`src/rtl/sync_chain_pkg.sv`:
```
// Shared helpers for the multi-lane register chain: counter sizing and lane packing.
package sync_chain_pkg;

    function automatic int clog2(input int value);
        int result;
        result = 0;
        for (int v = value - 1; v > 0; v = v >> 1) begin
            result++;
        end
        return result;
    endfunction

    // Fill counter must be able to hold the value DEPTH itself.
    function automatic int cnt_width(input int depth);
        return clog2(depth + 1);
    endfunction

    function automatic int lane_offset(input int lane, input int width);
        return lane * width;
    endfunction

endpackage

```
`src/rtl/sync_chain_lane.sv`:
```
// One lane of the chain: DEPTH-stage shift register, saturating fill counter and,
// when SYNC_CHAIN_EDGE_EN is defined, registered per-bit rise/fall pulses.
module sync_chain_lane
    import sync_chain_pkg::*;
#(
    parameter int               WIDTH   = 8,
    parameter int               DEPTH   = 2,
    parameter logic [WIDTH-1:0] RST_VAL = '0
) (
    input  logic             clk_i,
    input  logic             rst_ni,
    input  logic             flush_i,
    input  logic             ena_i,
    input  logic [WIDTH-1:0] data_i,
    output logic [WIDTH-1:0] data_o,
    output logic             valid_o,
    output logic [WIDTH-1:0] rise_o,
    output logic [WIDTH-1:0] fall_o
);

    localparam int               CNT_W   = cnt_width(DEPTH);
    localparam logic [CNT_W-1:0] CNT_MAX = CNT_W'(DEPTH);

    logic [WIDTH-1:0] stage_q [DEPTH];
    logic [CNT_W-1:0] count_q, count_d;
    logic             valid_q, valid_d;

    // NOTE: every variable gets a default first so no path leaves it unassigned (no latch).
    always_comb begin
        count_d = count_q;
        if (ena_i && (count_q != CNT_MAX)) begin
            count_d = count_q + CNT_W'(1);
        end
        valid_d = (count_d == CNT_MAX);
    end

    // NOTE: the stage array is ordinary flops that must restart at RST_VAL, so it is reset
    // like any other state; non-blocking assignments keep the shift order-independent.
    always_ff @(posedge clk_i or negedge rst_ni) begin
        if (!rst_ni) begin
            for (int k = 0; k < DEPTH; k++) stage_q[k] <= RST_VAL;
            count_q <= '0;
            valid_q <= 1'b0;
        end else if (flush_i) begin
            for (int k = 0; k < DEPTH; k++) stage_q[k] <= RST_VAL;
            count_q <= '0;
            valid_q <= 1'b0;
        end else begin
            if (ena_i) begin
                stage_q[0] <= data_i;
                for (int k = 1; k < DEPTH; k++) stage_q[k] <= stage_q[k-1];
            end
            count_q <= count_d;
            valid_q <= valid_d;
        end
    end

    assign data_o  = stage_q[DEPTH-1];
    assign valid_o = valid_q;

`ifdef SYNC_CHAIN_EDGE_EN
    logic [WIDTH-1:0] new_out;
    logic [WIDTH-1:0] rise_q, rise_d;
    logic [WIDTH-1:0] fall_q, fall_d;

    // The value about to appear on data_o after this edge.
    if (DEPTH == 1) begin : g_new_from_input
        assign new_out = data_i;
    end else begin : g_new_from_stage
        assign new_out = stage_q[DEPTH-2];
    end

    // Gating on valid_q hides the RST_VAL-to-data transitions seen while filling.
    always_comb begin
        rise_d = '0;
        fall_d = '0;
        if (ena_i && valid_q) begin
            rise_d = new_out & ~data_o;
            fall_d = ~new_out & data_o;
        end
    end

    always_ff @(posedge clk_i or negedge rst_ni) begin
        if (!rst_ni) begin
            rise_q <= '0;
            fall_q <= '0;
        end else if (flush_i) begin
            rise_q <= '0;
            fall_q <= '0;
        end else begin
            rise_q <= rise_d;
            fall_q <= fall_d;
        end
    end

    assign rise_o = rise_q;
    assign fall_o = fall_q;
`else
    assign rise_o = '0;
    assign fall_o = '0;
`endif

endmodule

```
`src/rtl/sync_chain_multi.sv`:
```
// Multi-lane synchroniser / fixed-latency delay line built from independent lanes.
// Define SYNC_CHAIN_EDGE_EN to enable the registered rise_o/fall_o pulse outputs.
module sync_chain_multi
    import sync_chain_pkg::*;
#(
    parameter int               WIDTH    = 8,
    parameter int               DEPTH    = 2,
    parameter int               CHANNELS = 1,
    parameter logic [WIDTH-1:0] RST_VAL  = '0
) (
    input  logic                      clk_i,
    input  logic                      rst_ni,
    input  logic                      flush_i,
    input  logic [CHANNELS-1:0]       ena_i,
    input  logic [CHANNELS*WIDTH-1:0] data_i,
    output logic [CHANNELS*WIDTH-1:0] data_o,
    output logic [CHANNELS-1:0]       valid_o,
    output logic [CHANNELS*WIDTH-1:0] rise_o,
    output logic [CHANNELS*WIDTH-1:0] fall_o
);

    for (genvar c = 0; c < CHANNELS; c++) begin : g_lane
        localparam int OFS = lane_offset(c, WIDTH);

        sync_chain_lane #(
            .WIDTH   (WIDTH),
            .DEPTH   (DEPTH),
            .RST_VAL (RST_VAL)
        ) u_lane (
            .clk_i   (clk_i),
            .rst_ni  (rst_ni),
            .flush_i (flush_i),
            .ena_i   (ena_i[c]),
            .data_i  (data_i[OFS +: WIDTH]),
            .data_o  (data_o[OFS +: WIDTH]),
            .valid_o (valid_o[c]),
            .rise_o  (rise_o[OFS +: WIDTH]),
            .fall_o  (fall_o[OFS +: WIDTH])
        );
    end

endmodule
```
`config.mk`:
```
export PLATFORM = sky130hd
export DESIGN_NAME = sync_chain_multi
export DESIGN_NICKNAME = d
export VERILOG_FILES = /design/src/rtl/sync_chain_pkg.sv /design/src/rtl/sync_chain_lane.sv /design/src/rtl/sync_chain_multi.sv
export SDC_FILE = /design/constraint.sdc
export NUM_CORES = 1
export LEC_CHECK = 0
export BUFFER_PORTS_ARGS = -buffer_cell sky130_fd_sc_hd__buf_2
export CORE_UTILIZATION = 43
export CTS_CLUSTER_SIZE = 14
export DETAILED_ROUTE_END_ITERATION = 12
export PLACE_DENSITY = 0.74
export SETUP_SLACK_MARGIN = 0.02
export SYNTH_ARGS = -nofsm -noshare
export SYNTH_HDL_FRONTEND = slang
export SYNTH_HIERARCHICAL = 1
export SYNTH_SLANG_ARGS = --single-unit
```
`constraint.sdc`:
```
create_clock -name clk_i -period 1.45 [get_ports clk_i]
set_clock_uncertainty 0.15 [all_clocks]
set_input_delay 0.145 -clock clk_i [delete_from_list [all_inputs] [get_ports clk_i]]
set_output_delay 0.145 -clock clk_i [all_outputs]
set_load 0.1 [all_outputs]
```
== Yosys cells after proc, flatten, opt, wreduce, memory -nomap -nowiden ==
Index checks and enable logic that the tools add are counted.
Storage, ports and cells
  register bits: 19
  word-level logic and storage cells: 14
Operators by class
  add/subtract/negate cells: 1
  eq/ne operators: 2
  mux-type cells: 5
  reductions and logical operators: 2
Operator list (number)
  $mux 16: 2
  $mux 2: 2
  $add 2x1->2 const B: 1
  $eq 2x2->1 const B: 1
  $ne 2x2->1 const B: 1
  $reduce_bool 2->1: 1
  $logic_and 1x1->1: 1
  $mux 1: 1

== Logic depth before layout (Yosys ltp) ==
  word-level depth: 5
  mapped depth: 5

== Worst setup path after synthesis ==
OpenSTA, ideal clock, no wires.
  path kind: reg-to-reg
  start point: register g_lane[0].u_lane.count_q[0]
  end point: register g_lane[0].u_lane.valid_q
  arrival: 1140 ps
  required time: 1222 ps
  slack: 82 ps
  cell stages (with the launch flop): 6
  path buffers: 0
  path through: dfrtp_1 inv_1 ha_1 nor2b_4 or3b_1 a21oi_1
On the way
  cells in the longest elaborated chain, start to end: 5
  elaborated cells between the ends (all ways): 6
  classes of those cells: 1 x add/sub; 2 x eq/ne; 2 x mux; 1 x reduce/logical
RTL lines
  start, declared: line sync_chain_lane.sv:25  | logic [CNT_W-1:0] count_q, count_d;
  start signal, assigned: line sync_chain_lane.sv:53  | count_q <= count_d;
  parallel branches: the longest is 2 deep, another holds $add 2x1->2
  $mux 2 *: line sync_chain_lane.sv:31  | if (ena_i && (count_q != CNT_MAX)) begin
  $eq 2x2->1 *: line sync_chain_lane.sv:34  | valid_d = (count_d == CNT_MAX);
  $mux 1 *: line sync_chain_lane.sv:44  | end else if (flush_i) begin
  end signal, assigned: line sync_chain_lane.sv:54  | valid_q <= valid_d;
  end, declared: line sync_chain_lane.sv:26  | logic valid_q, valid_d;
Every way passes the cells marked *.
A chain may end at the register's enable or synchronous reset.

== Worst setup path in the final report ==
Ends and elaborated chain as after synthesis.

==> reports/summary.txt <==
placement row count - 16
synth unique cells - 16
largest cells by area after synthesis - dfrtp_1 (48%), buf_4 (19%), mux2i_1 (16%)
most instantiated cells after synthesis - buf_4 (25), dfrtp_1 (19), nor2_1 (18)
number of maximum-capacitance constraint violations - 0
Total Negative Setup Slacks - 0 ps
power per standard cell area - 1121 nW/um^2
combinational group share of total power - 34.0%
initial antenna violation count - 0
Core Area - 2062 sq um
number of instances in the synthesized netlist - 90
top-area cell type share of the netlist area - 48.47%
number of sinks on the clock net - 19
initial standard-cell utilization of the core - 47.57%
type of destination of the critical path - register
I/O pin count - 37
post-synthesis area per instance - 10.90 sq um
most instantiated flip-flop cell in the synthesis netlist - dfrtp_1
fin crit period - 1409 ps
Final GP Congestion - 0.6504
Final Cycle Share - 97.15%
Worst Path Arrival - 1480 ps
net count of the finished layout - 127
die area - 2476 sq um
Yosys top cell by area - dfrtp_1
Critical Path Fanout Max - 5
share of total power in sequential cells - 45.9%
via count of the first global-routing pass - 590
Reg clk slew, reported paths - 100 ps
H-tree depth - 1
total of endpoints with negative setup slack in the final report - 0
IO buf count - 20
fraction of the yosys area taken by sequential cells - 48.47%
Setup Crit Path Kind - register to register
HP Class - input port to register
first-pass GRT wire length - 2484 um
number of buffers between clock root and the deepest sink - 2
cell area after synthesis - 980.9 sq um
total number of yosys warnings - 6
GRT Util Overall - 13.50%
Net Switching - 0.4931 mW
pins over their slew limit - 0
data required time of the worst path - 1520 ps
share of power burned in the clock network - 20.1%
final routed wirelength across all metal layers - 1568 um
total power after layout - 1.253 mW
Yosys reg bits - 19
cell with the most instances after synthesis - buf_4
Horiz. Die Dim - 49.76 um
TritonCTS clock tree - built
number of vias after detailed routing - 605
Iter 0 DRT Violations - 2
Static Leak - 0.6166 nW
Post-DP HPWL - 1059 um
clock insertion delay at the later pin of the skew report - 280 ps
Layout area overhead - 13.90%
cell at the root of the clock tree - clkbuf_4
die height - 49.76 um
final antenna diode count - 0
unrepaired setup endpoints after global routing - yes
detailed-route wire length per cell - 11.20 um
largest net degree at the start of global routing - 20
total congestion overflow - 0
final antenna-violating net count - 0
share of synthesized flip-flops with an asynchronous set or reset - 100.0%
fraction of power spent switching nets - 39.36%
CTS buffer count - 3
maximum vdd ir drop - 0.6637 mV
internal power contribution - 0.7597 mW
Max Fclk - 709.9 MHz
post-detailed-route DRC marker count - 0
Setup crit start kind - register
worst hold slack - 86.11 ps
number of hold-slack violations in the final timing report - 0
share of layout cells above drive strength 1 - 26.55%
EDFF count, synth - 0
run status - finished, final reports clean
post-detailed-route via-to-cell ratio - 4.321
number of iterations in the first detailed-routing pass - 3
[placed cells by master (no fill, tap or decap), types with 3 or more instances in the layout]
cell type,count
buf_2,19
clkbuf_4,4
nor2_1,18
buf_4,3
dlygate4sd3_1,9
conb_1,16
dfrtp_1,19
mux2i_1,16
[sequential cells by signal, indices dropped and copies added, names as in the netlist]
signal                 cells
g_lane.u_lane/data_o       8
g_lane.u_lane/stage_q      8
g_lane.u_lane/count_q      2
g_lane.u_lane/valid_o      1
[stage by stage]
step	instances	utilization (%)	worst slack, ps	area (sq um)
6_report	140	54.19	41.31	1117
5_1_grt	140	54.19	2.190	1117
3_3_place_gp	126	47.51	113.7	979.7
4_1_cts	139	53.16	33.17	1096
3_5_place_dp	126	47.51	50.15	979.7
2_1_floorplan	105	-	81.54	1037
[power by group through the flow]
stage / Sequential [mW] / Clock (mW) / Combinational [mW]
finish: 0.575 / 0.252 / 0.426
global route: 0.578 / 0.291 / 0.447
CTS: 0.575 / 0.265 / 0.408
detailed placement: 0.585 / 0 / 0.389
global placement: 0.582 / 0 / 0.382
floorplan: 0.598 / 0 / 0.366
[timing repair]
item	4_1_cts	5_1_grt
endpoints found under the hold margin	27	0
hold buffers	9	0
setup endpoints to repair	0	3
setup buffers	0	1
gates resized for setup	0	4
[critical path, stage by stage, from the launching register on]
cell and delay (ps):
dfrtp_1 390, inv_1 70, ha_2 190, nor2b_4 60, or3b_1 370, a21oi_2 120
[metal layers]
layer / part of all wire, % / vias to the layer above / wire (um) / GRT usage [%]
met1: 41 / 288 / 647 / 14.82
met3: 4.4 / 2 / 69 / 2.778
met2: 53 / 20 / 832 / 22.97
met5: 0 / - / 0 / 0
met4: 1.2 / 0 / 19 / 9.524
li1: - / 295 / - / -
[path summary, 6_finish.rpt]
kind | start | end | slack, ps | depth (start not counted)
setup / recovery | g_lane[0].u_lane/count_q[0]$_DFF_PN0_ | g_lane[0].u_lane/valid_o$_DFF_PN0_ | 40 | 5
hold / removal | flush_i | g_lane[0].u_lane/valid_o$_DFF_PN0_ | 90 | 2
setup reg to reg | g_lane[0].u_lane/count_q[0]$_DFF_PN0_ | g_lane[0].u_lane/valid_o$_DFF_PN0_ | 40 | 5
hold reg to reg | g_lane[0].u_lane/data_o[6]$_DFFE_PN0P_ | g_lane[0].u_lane/data_o[6]$_DFFE_PN0P_ | 380 | 2
max in group asynchronous | rst_ni | g_lane[0].u_lane/data_o[0]$_DFFE_PN0P_ | 700 | 2
min in group asynchronous | rst_ni | g_lane[0].u_lane/stage_q[11]$_DFFE_PN0P_ | 170 | 2
[kinds of logic (layout without fill, tap and decap cells)]
kind of cell               count (synthesis)  count (layout)  share of synthesized area (%)
AOI/OAI and AO/OA                          2               2                          1.275
xor gates and xnor gates                   1               1                         0.8930
adders and majority gates                  1               1                          1.275
buffers and inverters                     29              37                          21.43
DFF                                       19              19                          48.47
muxes                                     16              16                          16.33
other                                      1              16                         0.3823
and+or+nand+nor                           21              21                          9.949
[final cells by class]
cell class              count  area, sq um
well taps                  27        33.78
repair buffers             32        215.2
multi-input cells          57        362.8
clock buffers               4        26.28
inverters                   1        3.754
fillers                   179        944.7
flip-flops and latches     19        475.5
Note: power is estimated with default switching activity, not from simulation.
